File: config.mk
export PLATFORM = sky130hd
export DESIGN_NAME = ram_arbiter
export DESIGN_NICKNAME = d
export VERILOG_FILES = /design/src/rtl/ram_arbiter_pkg.sv /design/src/rtl/ram_arbiter_rr_pick2.sv /design/src/rtl/ram_arbiter.sv
export SDC_FILE = /design/constraint.sdc
export NUM_CORES = 1
export LEC_CHECK = 0
export BUFFER_PORTS_ARGS = -buffer_cell sky130_fd_sc_hd__clkbuf_2
export CELL_PAD_IN_SITES_DETAIL_PLACEMENT = 0
export CELL_PAD_IN_SITES_GLOBAL_PLACEMENT = 1
export CORE_ASPECT_RATIO = 0.75
export CORE_MARGIN = 5
export CORE_UTILIZATION = 31
export CTS_CLUSTER_SIZE = 24
export DETAILED_ROUTE_END_ITERATION = 8
export PLACE_DENSITY = 0.83
export SLEW_MARGIN = 20
export SYNTH_ARGS = -nofsm -noshare
export SYNTH_HDL_FRONTEND = slang
export SYNTH_SLANG_ARGS = --single-unit
export TNS_END_PERCENT = 10
File: constraint.sdc
create_clock -name clk -period 1.3 [get_ports clk]
set_input_delay 0.26 -clock clk [delete_from_list [all_inputs] [get_ports clk]]
set_output_delay 0.26 -clock clk [all_outputs]
set_load 0.01 [all_outputs]
File: src/rtl/ram_arbiter_pkg.sv
// rtl/ram_arbiter_pkg.sv - shared state encodings and port indices for ram_arbiter
package ram_arbiter_pkg;

  typedef enum logic [1:0] {
    ARB_IDLE   = 2'd0,
    ARB_ACCESS = 2'd1,
    ARB_WAIT   = 2'd2,
    ARB_DONE   = 2'd3
  } arb_state_t;

  localparam logic PORT_CPU = 1'b0;
  localparam logic PORT_LDR = 1'b1;

endpackage

File: src/rtl/ram_arbiter_rr_pick2.sv
// rtl/ram_arbiter_rr_pick2.sv - combinational 2-way round-robin picker
// Optional RAM_ARB_LOCK_EN adds a lock input that forces the CPU port to win.
module rr_pick2
  import ram_arbiter_pkg::*;
(
  input  logic [1:0] req,
  input  logic       last,
`ifdef RAM_ARB_LOCK_EN
  input  logic       lock,
`endif
  output logic       grant_valid,
  output logic       grant_idx
);

  always_comb begin
    grant_valid = |req;
    grant_idx   = PORT_CPU;
    if (req[PORT_CPU] && req[PORT_LDR]) begin
      grant_idx = ~last;
    end else if (req[PORT_LDR]) begin
      grant_idx = PORT_LDR;
    end
`ifdef RAM_ARB_LOCK_EN
    if (lock && req[PORT_CPU]) begin
      grant_idx = PORT_CPU;
    end
`endif
  end

endmodule

File: src/rtl/ram_arbiter.sv
// rtl/ram_arbiter.sv - round-robin arbiter sharing a single-port RAM between CPU and loader
// Optional RAM_ARB_LOCK_EN adds cpu_lock for atomic CPU read-modify-write sequences.
module ram_arbiter
  import ram_arbiter_pkg::*;
#(
  parameter int ADDR_W   = 4,
  parameter int DATA_W   = 8,
  parameter int READ_LAT = 1
) (
  input  logic              clk,
  input  logic              reset_n,
  input  logic              cpu_req,
  input  logic              cpu_we,
  input  logic [ADDR_W-1:0] cpu_addr,
  input  logic [DATA_W-1:0] cpu_wdata,
  output logic [DATA_W-1:0] cpu_rdata,
  output logic              cpu_ack,
`ifdef RAM_ARB_LOCK_EN
  input  logic              cpu_lock,
`endif
  input  logic              ldr_req,
  input  logic              ldr_we,
  input  logic [ADDR_W-1:0] ldr_addr,
  input  logic [DATA_W-1:0] ldr_wdata,
  output logic [DATA_W-1:0] ldr_rdata,
  output logic              ldr_ack,
  output logic [ADDR_W-1:0] ram_addr,
  output logic              ram_we,
  output logic [DATA_W-1:0] ram_wdata,
  input  logic [DATA_W-1:0] ram_rdata,
  output logic              busy
);

  localparam logic [1:0] WAIT_INIT = 2'((READ_LAT > 0) ? READ_LAT - 1 : 0);

  arb_state_t state, state_nxt;
  logic       last_grant;
  logic       cur_port;
  logic       cur_we;
  logic [1:0] wait_cnt;
  logic       grant_valid;
  logic       grant_idx;
  logic       locked;
  logic       capture;

  rr_pick2 u_pick (
    .req         ({ldr_req, cpu_req}),
    .last        (last_grant),
`ifdef RAM_ARB_LOCK_EN
    .lock        (cpu_lock),
`endif
    .grant_valid (grant_valid),
    .grant_idx   (grant_idx)
  );

  // Locked grants leave last_grant alone so the loader stays starved while lock holds.
`ifdef RAM_ARB_LOCK_EN
  assign locked = cpu_lock & cpu_req;
`else
  assign locked = 1'b0;
`endif

  always_comb begin
    state_nxt = state;
    capture   = 1'b0;
    case (state)
      ARB_IDLE: begin
        if (grant_valid) state_nxt = ARB_ACCESS;
      end
      ARB_ACCESS: begin
        if (cur_we) begin
          state_nxt = ARB_DONE;
        end else if (READ_LAT == 0) begin
          capture   = 1'b1;
          state_nxt = ARB_DONE;
        end else begin
          state_nxt = ARB_WAIT;
        end
      end
      ARB_WAIT: begin
        if (wait_cnt == 2'd0) begin
          capture   = 1'b1;
          state_nxt = ARB_DONE;
        end
      end
      ARB_DONE: state_nxt = ARB_IDLE;
      default:  state_nxt = ARB_IDLE;
    endcase
  end

  always_ff @(posedge clk or negedge reset_n) begin
    if (!reset_n) begin
      state      <= ARB_IDLE;
      last_grant <= PORT_LDR;
      cur_port   <= PORT_CPU;
      cur_we     <= 1'b0;
      wait_cnt   <= 2'd0;
      ram_addr   <= '0;
      ram_we     <= 1'b0;
      ram_wdata  <= '0;
      cpu_rdata  <= '0;
      ldr_rdata  <= '0;
    end else begin
      state  <= state_nxt;
      ram_we <= 1'b0;
      if (state == ARB_IDLE && grant_valid) begin
        cur_port  <= grant_idx;
        cur_we    <= grant_idx ? ldr_we : cpu_we;
        ram_we    <= grant_idx ? ldr_we : cpu_we;
        ram_addr  <= grant_idx ? ldr_addr : cpu_addr;
        ram_wdata <= grant_idx ? ldr_wdata : cpu_wdata;
        if (!locked) last_grant <= grant_idx;
      end
      if (state == ARB_ACCESS) begin
        wait_cnt <= WAIT_INIT;
      end else if (state == ARB_WAIT && wait_cnt != 2'd0) begin
        wait_cnt <= wait_cnt - 2'd1;
      end
      if (capture) begin
        if (cur_port == PORT_CPU) cpu_rdata <= ram_rdata;
        else                      ldr_rdata <= ram_rdata;
      end
    end
  end

  assign cpu_ack = (state == ARB_DONE) && (cur_port == PORT_CPU);
  assign ldr_ack = (state == ARB_DONE) && (cur_port == PORT_LDR);
  assign busy    = (state != ARB_IDLE);

endmodule

======== Word-level counts from Yosys, hierarchy flattened ========
Index checks and enable logic that the tools add are counted.
W data, S select, Z words.
word-level totals
  flip-flop bits (word level) ............. 36
  latch bits .............................. 0
  RAM bits ................................ 0
  bits in read-only memories .............. 0
  bits of input ports ..................... 38
  word-level logic and storage cells ...... 46
  memories kept ........................... 0
cells by class
  $add $sub $neg .......................... 1
  $mul .................................... 0
  div/mod/pow operators ................... 0
  $lt $le $gt $ge ......................... 0
  equal/unequal tests ..................... 5
  shift operators ......................... 0
  muxes and demuxes ....................... 14
  bitwise logic cells ..................... 2
  reductions and logical operators ........ 14
operator list
  operator               number
  $mux W2                4
  $mux W8                1
  $pmux W2 S4            1
  $mux W1                7
  $reduce_and A2 Y1      3
  $reduce_bool A2 Y1     3
  $logic_and A1 B1 Y1    5
  $eq A2 B2 Y1 const B   2
  $logic_not A2 Y1       2
  $mux W4                1
  $ne A2 B2 Y1 const B   2
  $eq A2 B1 Y1 const B   1
  $not A1 Y1             2
  $reduce_or A2 Y1       1
  $sub A2 B1 Y2 const B  1

======== Logic depth before layout (Yosys ltp) ========
Gate-level depths: netlist of run 1.
  word-level depth ........................ 4
  gate-level depth with buffers ........... 6
  mapped depth without buffers ............ 5

======== Cells and area by module ========
Synthesis of run 1 repeated with hierarchy kept, for this count alone.
second synthesis, totals
  cell total of the unflattened synthesis .. 130
  area, all modules ....................... 1,584.0 sq um
modules (own cells, without submodules)
  module       instances  cells each  area each (sq um)
  ram_arbiter  1          128         1,570.3
  rr_pick2     1          2           13.8

======== Worst setup path after synthesis of run 1 ========
No wires, ideal clock.
  kind .................................... reg-to-reg
  start point ............................. register state[0]
  end point ............................... register state[1]
  arrival ................................. 1.338 ns
  data required time ...................... 1.172 ns
  setup slack ............................. -0.166 ns
  cell stages (with the launch flop) ...... 6
  path through ............................ dfrtp_1 > inv_1 > ha_1 > nor2b_2 > a21oi_1 > mux2_1
between the ends
  cells in the longest elaborated chain, start to end .. 3
  elaborated cells between the ends (all ways) .. 8
RTL lines
  what                                              RTL line            text
  from (decl)                                       ram_arbiter.sv:36   arb_state_t state, state_nxt;
  from (signal assigned)                            ram_arbiter.sv:104  state <= state_nxt;
  $eq A2 B2 Y1 or $logic_not A2 Y1 (tied branches)  ram_arbiter.sv:66   case (state)
  $ne A2 B2 Y1 (no line)                            --
  $reduce_and A2 Y1 (no line)                       --
Parallel ways exist; a longest one is shown, timed or not.
A chain may end at the register's enable or synchronous reset.

======== Final worst setup path of run 1 ========
  start point ............................. register state[1]
  end point ............................... output port ldr_ack
between the ends
  cells in the longest elaborated chain, start to end .. 2
RTL lines
  what                 RTL line            text
  $eq A2 B2 Y1         ram_arbiter.sv:127  assign ldr_ack = (state == ARB_DONE) && (cur_port == PORT_LDR);
  $logic_and A1 B1 Y1  ram_arbiter.sv:127
  to (decl)            ram_arbiter.sv:26   output logic ldr_ack,
Every way passes these cells.

==> run metrics, run 1 <==
status finished, violations left; failing checks setup timing; main combinational cell family by area after synthesis multiplexers; # fillers between 400 and 500; startpoint types register; Seq cells post-synth 36; Max-Cap Viols 0; Setup WS post-layout -0.195 ns; synthesis warning total 0; P&R area growth vs syn 52.9%; layout cells sized above 1 between 50 and 60%; final hold viol count 0; Synth Area in Simple Gates about 10%; Synth Area in Compound Gates between 10 and 15%; Placed Instances ~290; Crit. End Element output pin; Reg clk slew, reported paths about 0.070 ns; GR Overflow Total 0; XOR/XNOR Fraction of Synth Area less than 1%; synthesized netlist cell count approximately 140; sequential share of the synthesized area between 50% and 60%; CTS root buf clkbuf_8; Final Max Slew Viols 0; iteration-0 DRC count of the detailed router 60; most frequent cells in the layout clkbuf_2, dfrtp_1, a21oi_1; non-filler cells, final between 300 and 400; PortBufs a little under 70; GRT Resource Usage Total between 10% and 20%; CTS tree built; Post-Route Skew approximately 0.0069 ns; power consumption roughly 6 mW; Wirelength per Cell ~14 um; CTS Sinks 36; DRT antenna net count 0; Finished Core Util about 50%; Mapped Avg Cell Area 11.3 um^2; GP Congestion 0.757; worst-case clock buffer depth 2; Die Ht a little over 70 um; via/cell ratio between 4 and 5; ANT cells 0; CP required between 1 and 1.5 ns; TritonRoute pass-1 iters 4; syn_nets about 190; Period minus WS final ~1.5 ns; Pwr Density about 2400 nW/um^2; setup repair after global routing missed its margin yes; cell row count 22; delay of the slowest critical-path stage roughly 0.42 ns; Die Wd between 90 and 100 um; Worst Hold Class input port to register; CP Cell Sequence buf_6 -> ha_4 -> and2_4 -> buf_6; Post-synth EDFFs 0; first-pass GRT wire length between 7000 and 8000 um; CP most frequent cell buf_6; largest area contributor in the netlist dfrtp_1; final wirelength around 4400 um; IO Count 70; commonest non-fill, non-tap cell in the layout clkbuf_2; count of cell types in the netlist 28; die area just under 7000 um^2; Max FO, Critical Path 3; worst-margin pin slew between 0.5 and 0.6 ns; vias in the first global route roughly 1,400; via count around 1,400; Post-layout nets 280; clock latency on the worst-skew pair 0.28 ns; DRC 0; Placement Setup Slack -0.116 ns; initial antenna violation count 0; asr flop ratio synth between 90% and 100%; Tcrit/Tclk final 115%; Starting Density between 30% and 40%; pin count of the biggest net entering global routing 23; f_max around 670 MHz; Num CTS Buffers 5; mux cell area share after synthesis about an eighth; share of the synthesized area in the top cell type a little over half; Crit Path Class register to output pin; Area contributors post-synth dfrtp_1, mux2_2, a21oi_1; dpl hpwl about 3100 um; Synth Flop Type dfrtp_1; Pleak roughly 1.2 nW; CTS H-tree depth 2; Slew HR 63.4%; core box area around 5000 um^2; CP max stage cell dfrtp_1; data arrival time of the critical path 1.24 ns; post-synth design cell area about 1600 um^2; final setup violation count 35; Peak VDD IR ~1 mV; Synth Area in Adders between 4 and 5%
[layout make-up]
class	instances	area, um^2	area share, %
inverter	5	21.3	0.861
clock inverter	2	35.0	1.42
timing repair buffer	90	562	22.7
tap	72	90.1	3.65
clock buffer	6	72.6	2.94
multi-input combinational	98	787	31.9
sequential	36	902	36.5
[routing by layer]
layer	up-vias	GRT usage [%]	routed length [um]
met3	6	3.83	283
met1	692	17.7	1920
met5	-	0	0
li1	678	-	-
met2	45	20.8	2130
met4	0	4.39	57
[logic make-up after synthesis]
logic type                 after synthesis
and+or+nand+nor                         36
DFF                                     36
adders and majority gates                6
buffers and inverters                    9
muxes                                   19
xor gates and xnor gates                 1
AOI/OAI and AO/OA                       36
[per-stage QoR]
step / hold WS, ns / TNS (ns) / area, um^2
final: 0.182 / -2.10 / 2470
after global routing: 0.176 / -3.96 / 2470
after CTS: 0.172 / -1.79 / 2400
after detailed placement: 0.218 / -2.79 / 2160
after global placement: 0.212 / -1.38 / 2160
after floorplan: -0.0356 / -0.300 / 1640
[synth_stat cells, types with 2 or more instances]
master,number
nand2_1,13
ha_1,6
nor2_1,18
inv_1,5
buf_4,2
a21oi_1,27
dfrtp_1,35
mux2_2,17
[power breakdown]
| part | total [mW] | switching [mW] | internal (mW) |
|---|---|---|---|
| clock | 0.955 | 0.386 | 0.569 |
| sequential | 2.00 | 0.330 | 1.67 |
| combinational | 3.01 | 1.43 | 1.58 |
| total | 5.97 | 2.15 | 3.82 |
[timing repair]
action,in CTS,in global routing
setup buffers,7,2
hold buffers,1,0
pin swaps,3,4
resized for setup,17,14
cloned,0,0
endpoints found under the hold margin,13,0
endpoints found under the setup margin,36,36
[path summary, 6_finish.rpt]
kind / slack [ns] / from / end / cells after the start
max: -0.20 / state[1] / ldr_ack / 4
min: 0.18 / cpu_wdata[2] / ram_wdata[2] / 3
max reg2reg: -0.17 / state[1] / state[1] / 5
min reg2reg: 0.51 / cpu_rdata[1] / cpu_rdata[1] / 1
max in group asynchronous: 0.40 / reset_n / ldr_rdata[2] / 3
min in group asynchronous: 0.45 / reset_n / ram_wdata[0] / 2
[critical path, delay by kind of cell (launching register included)]
kind	cells	cell delay (ns)
flip-flops	1	0.42
buffers and inverters	2	0.25
adder cells (fa/ha/maj)	1	0.15
AND/OR/NAND/NOR	1	0.13
[flip-flops by register name (all words and copies together) (netlist names)]
signal,cells
cpu_rdata,8
cur_port,1
cur_we,1
last_grant,1
ldr_rdata,8
ram_addr,4
ram_wdata,8
ram_we,1
state,2
wait_cnt,2
Power figures use the tool's default switching activity.
==> inputs of run 2 (changes only) <==
- ABC_AREA: unset -> 1
- BUFFER_PORTS_ARGS: -buffer_cell sky130_fd_sc_hd__clkbuf_2 -> unset
- CORE_UTILIZATION: 31 -> 39
- DONT_BUFFER_PORTS: unset -> 1
- PLACE_DENSITY: 0.83 -> 0.82
==> run 2 against run 1 <==
  * The flow still finishes with violations (setup timing)
  * Setup slack gained 0.14 ns
  * Via count shrank 0.91%
  * Sequential power grew 13%
  * Sequential cell count is the same
  * Synthesized area grew 12%
  * Utilization shrank 2.4 points
  * Critical path depth is the same
==> run metrics, run 2 <==
GP Congestion 0.796 (+5.2%); Area contributors post-synth dfrtp_1, nand2_1, inv_1; Peak VDD IR 0.821 mV (-19%); share of the synthesized area in the top cell type 48.4% (-5.8 points); worst-case clock buffer depth 2 (unchanged); CTS Sinks 36 (unchanged); via/cell ratio 4.69 (+2.1%); CP max stage cell dfrtp_1; pin count of the biggest net entering global routing 37 (+61%); # fillers 447 (-2.6%); dpl hpwl 2870 um (-8.2%); Mapped Avg Cell Area 7.96 um^2 (-29%); Pwr Density 2320 nW/um^2 (-4.0%); Max-Cap Viols 0 (unchanged); setup repair after global routing missed its margin yes; WHS Path Cells 2 (-1); P&R area growth vs syn 16.5%; Max FO, Critical Path 3 (unchanged); Setup WS post-layout -0.0557 ns (+0.139 ns); data arrival time of the critical path 1.10 ns (-0.14 ns); non-filler cells, final 300 (-2.9%); via count 1,408 (-0.91%); delay of the slowest critical-path stage 0.42 ns (about the same); initial antenna violation count 0 (unchanged); most frequent cells in the layout nand2_1, inv_1, dfrtp_1; cell row count 21 (-4.5%); largest area contributor in the netlist dfrtp_1; Die Ht 69.0 um (-4.9%); Tcrit/Tclk final 104% (-11 points); Period minus WS final 1.36 ns (-0.139 ns); die area 6110 um^2 (-9.7%); Crit. End Element output pin; leading registers by flop count cpu_rdata x8, ldr_rdata x8, ram_wdata x8; ANT cells 0 (unchanged); TritonRoute pass-1 iters 4 (unchanged); final hold viol count 0 (unchanged); count of cell types in the netlist 17 (-39%); CTS tree built; Post-layout nets 287 (+2.5%); CTS H-tree depth 2 (unchanged); Starting Density 40.5% (+8.1 points); clock latency on the worst-skew pair 0.28 ns (about the same); final setup violation count 25 (-29%); Post-Route Skew 0.00347 ns (-0.00345 ns); Num CTS Buffers 5 (unchanged); WHS Endpoint ldr_rdata[6]; f_max 738 MHz (+10%); Reg-to-Reg End ldr_rdata[0]; CP Cell Sequence buf_6 -> ha_4 -> nand2_2 -> inv_2; GR Overflow Total 0 (unchanged); vias in the first global route 1,341 (-7.3%); post-synth design cell area 1810 um^2 (+12%); syn_nets 271 (+45%); Post-synth top cells nand2_1, inv_1, dfrtp_1; Final Max Slew Viols 0 (unchanged); synthesized netlist cell count 227 (+59%); fin area 2110 um^2 (-15%); R2R cell count 7 (+2); final wirelength 4050 um (-7.9%); Wirelength per Cell 13.5 um (-5.1%); hold path startpoint ram_rdata[6]; Die Wd 88.6 um (-5.1%); synthesis warning total 0 (unchanged); first-pass GRT wire length 6310 um (-10%); Synth Flop Type dfrtp_1; most common cell in the synthesized netlist nand2_1; failing checks setup timing; CTS root buf clkbuf_8; Post-synth EDFFs 0 (unchanged); Slew HR 82.7% (+19 points); post-placement cell area 1880 um^2 (-13%); CP required 1.04 ns (about the same); Placed Instances 284 (-2.7%); Fin Hold WS 0.119 ns (-0.0632 ns); r2r setup slk -0.05 ns (+0.12 ns); PortBufs 0 (-100%); GRT Resource Usage Total 13.9% (+0.57 points); iteration-0 DRC count of the detailed router 43 (-28%); Setup TNS Final -0.529 ns (+1.58 ns); worst r2r src state[0]; layout cells sized above 1 17.7% (-40 points); DRC 0 (unchanged); sequential share of the synthesized area 49.9% (-6.0 points); Seq cells post-synth 36 (unchanged); Pleak 1.15 nW (-3.5%); commonest non-fill, non-tap cell in the layout nand2_1; startpoint types register; asr flop ratio synth 100% (unchanged); Reg clk slew, reported paths 0.07 ns (about the same); worst-margin pin slew 0.258 ns (-0.288 ns); status finished, violations left; Crit Path Class register to output pin; DRT antenna net count 0 (unchanged); Finished Core Util 47.2% (-2.4 points); core box area 4470 um^2 (-10%); Worst Hold Class input port to register; IO Count 70 (unchanged)
==> run 2: changes by cell type after synthesis, moves of 2 or more <==
cell,before,now
o21ai_0,1,17
nand3_1,0,32
a21oi_1,27,1
nand2_1,13,65
nand2_2,0,4
nor3_1,0,2
nor2_4,0,2
buf_6,1,5
mux2_2,17,0
inv_1,5,46
nor2_1,18,6
==> run 2: per-stage QoR <==
step | setup WS, ns | power (mW)
finish | -0.0557 | 4.89
global route | -0.134 | 5.31
CTS | -0.0543 | 4.90
detailed placement | 0.0524 | 3.81
global placement | 0.0818 | 3.78
floorplan | -0.00992 | 3.35
==> run 2: critical path, delay by kind of cell, from the launching register on <==
kind	cells	cell delay, ns
adder cells (fa/ha/maj)	1	0.15
flip-flops	1	0.42
buffers and inverters	2	0.19
AND/OR/NAND/NOR	1	0.06
==> run 2: power by group <==
group / total [mW] / switching, mW / internal, mW
logic: 1.88 / 1.02 / 0.861
registers: 2.27 / 0.608 / 1.67
clock network: 0.736 / 0.372 / 0.364
total: 4.89 / 2.00 / 2.89
==> run 2: cell families (layout without fill, tap and decap cells) <==
kind of cell	Yosys count	in the layout	share of synthesized area, %
AO/OA/AOI/OAI	18	18	4.98
adder cells (fa/ha/maj)	6	6	4.15
buffers and inverters	56	72	14.2
flip-flops	36	36	49.9
AND/OR/NAND/NOR	111	111	26.8
==> run 2: what timing repair did <==
item,4_1_cts,5_1_grt
hold buffers,2,0
resized for setup,15,9
pin swaps,1,0
setup buffers,6,0
gates cloned,0,1
endpoints found under the hold margin,36,0
endpoints found under the setup margin,3,38
==> run 2: final cells by class <==
class | count | area (um^2) | area share, %
multi-input cells | 135 | 699 | 33.2
clock buffers | 6 | 72.6 | 3.44
well taps | 57 | 71.3 | 3.38
inverters | 48 | 185 | 8.79
repair buffers | 17 | 171 | 8.14
flip-flops and latches | 36 | 902 | 42.8
clock inverters | 1 | 5.00 | 0.238
==> run 2: worst max-delay path by stage <==
stage,to,slack (ns),cells after the start,start
3_5_place_dp,ram_we,0.05,7,state[0]
3_3_place_gp,cur_we,0.08,7,state[0]
6_report,ldr_ack,-0.06,4,state[1]
2_1_floorplan,ram_addr[0],-0.01,8,state[1]
4_1_cts,ldr_ack,-0.05,4,state[1]
5_1_grt,ram_addr[0],-0.13,8,state[1]
==> run 2: layer usage <==
metal  up-vias  GRT usage [%]  share of wire [%]
met5         -              0                  0
met4         0           6.23                1.5
met3         5           7.36                 10
met2        41           20.8                 43
met1       646           16.5                 45
li1        716              -                  -
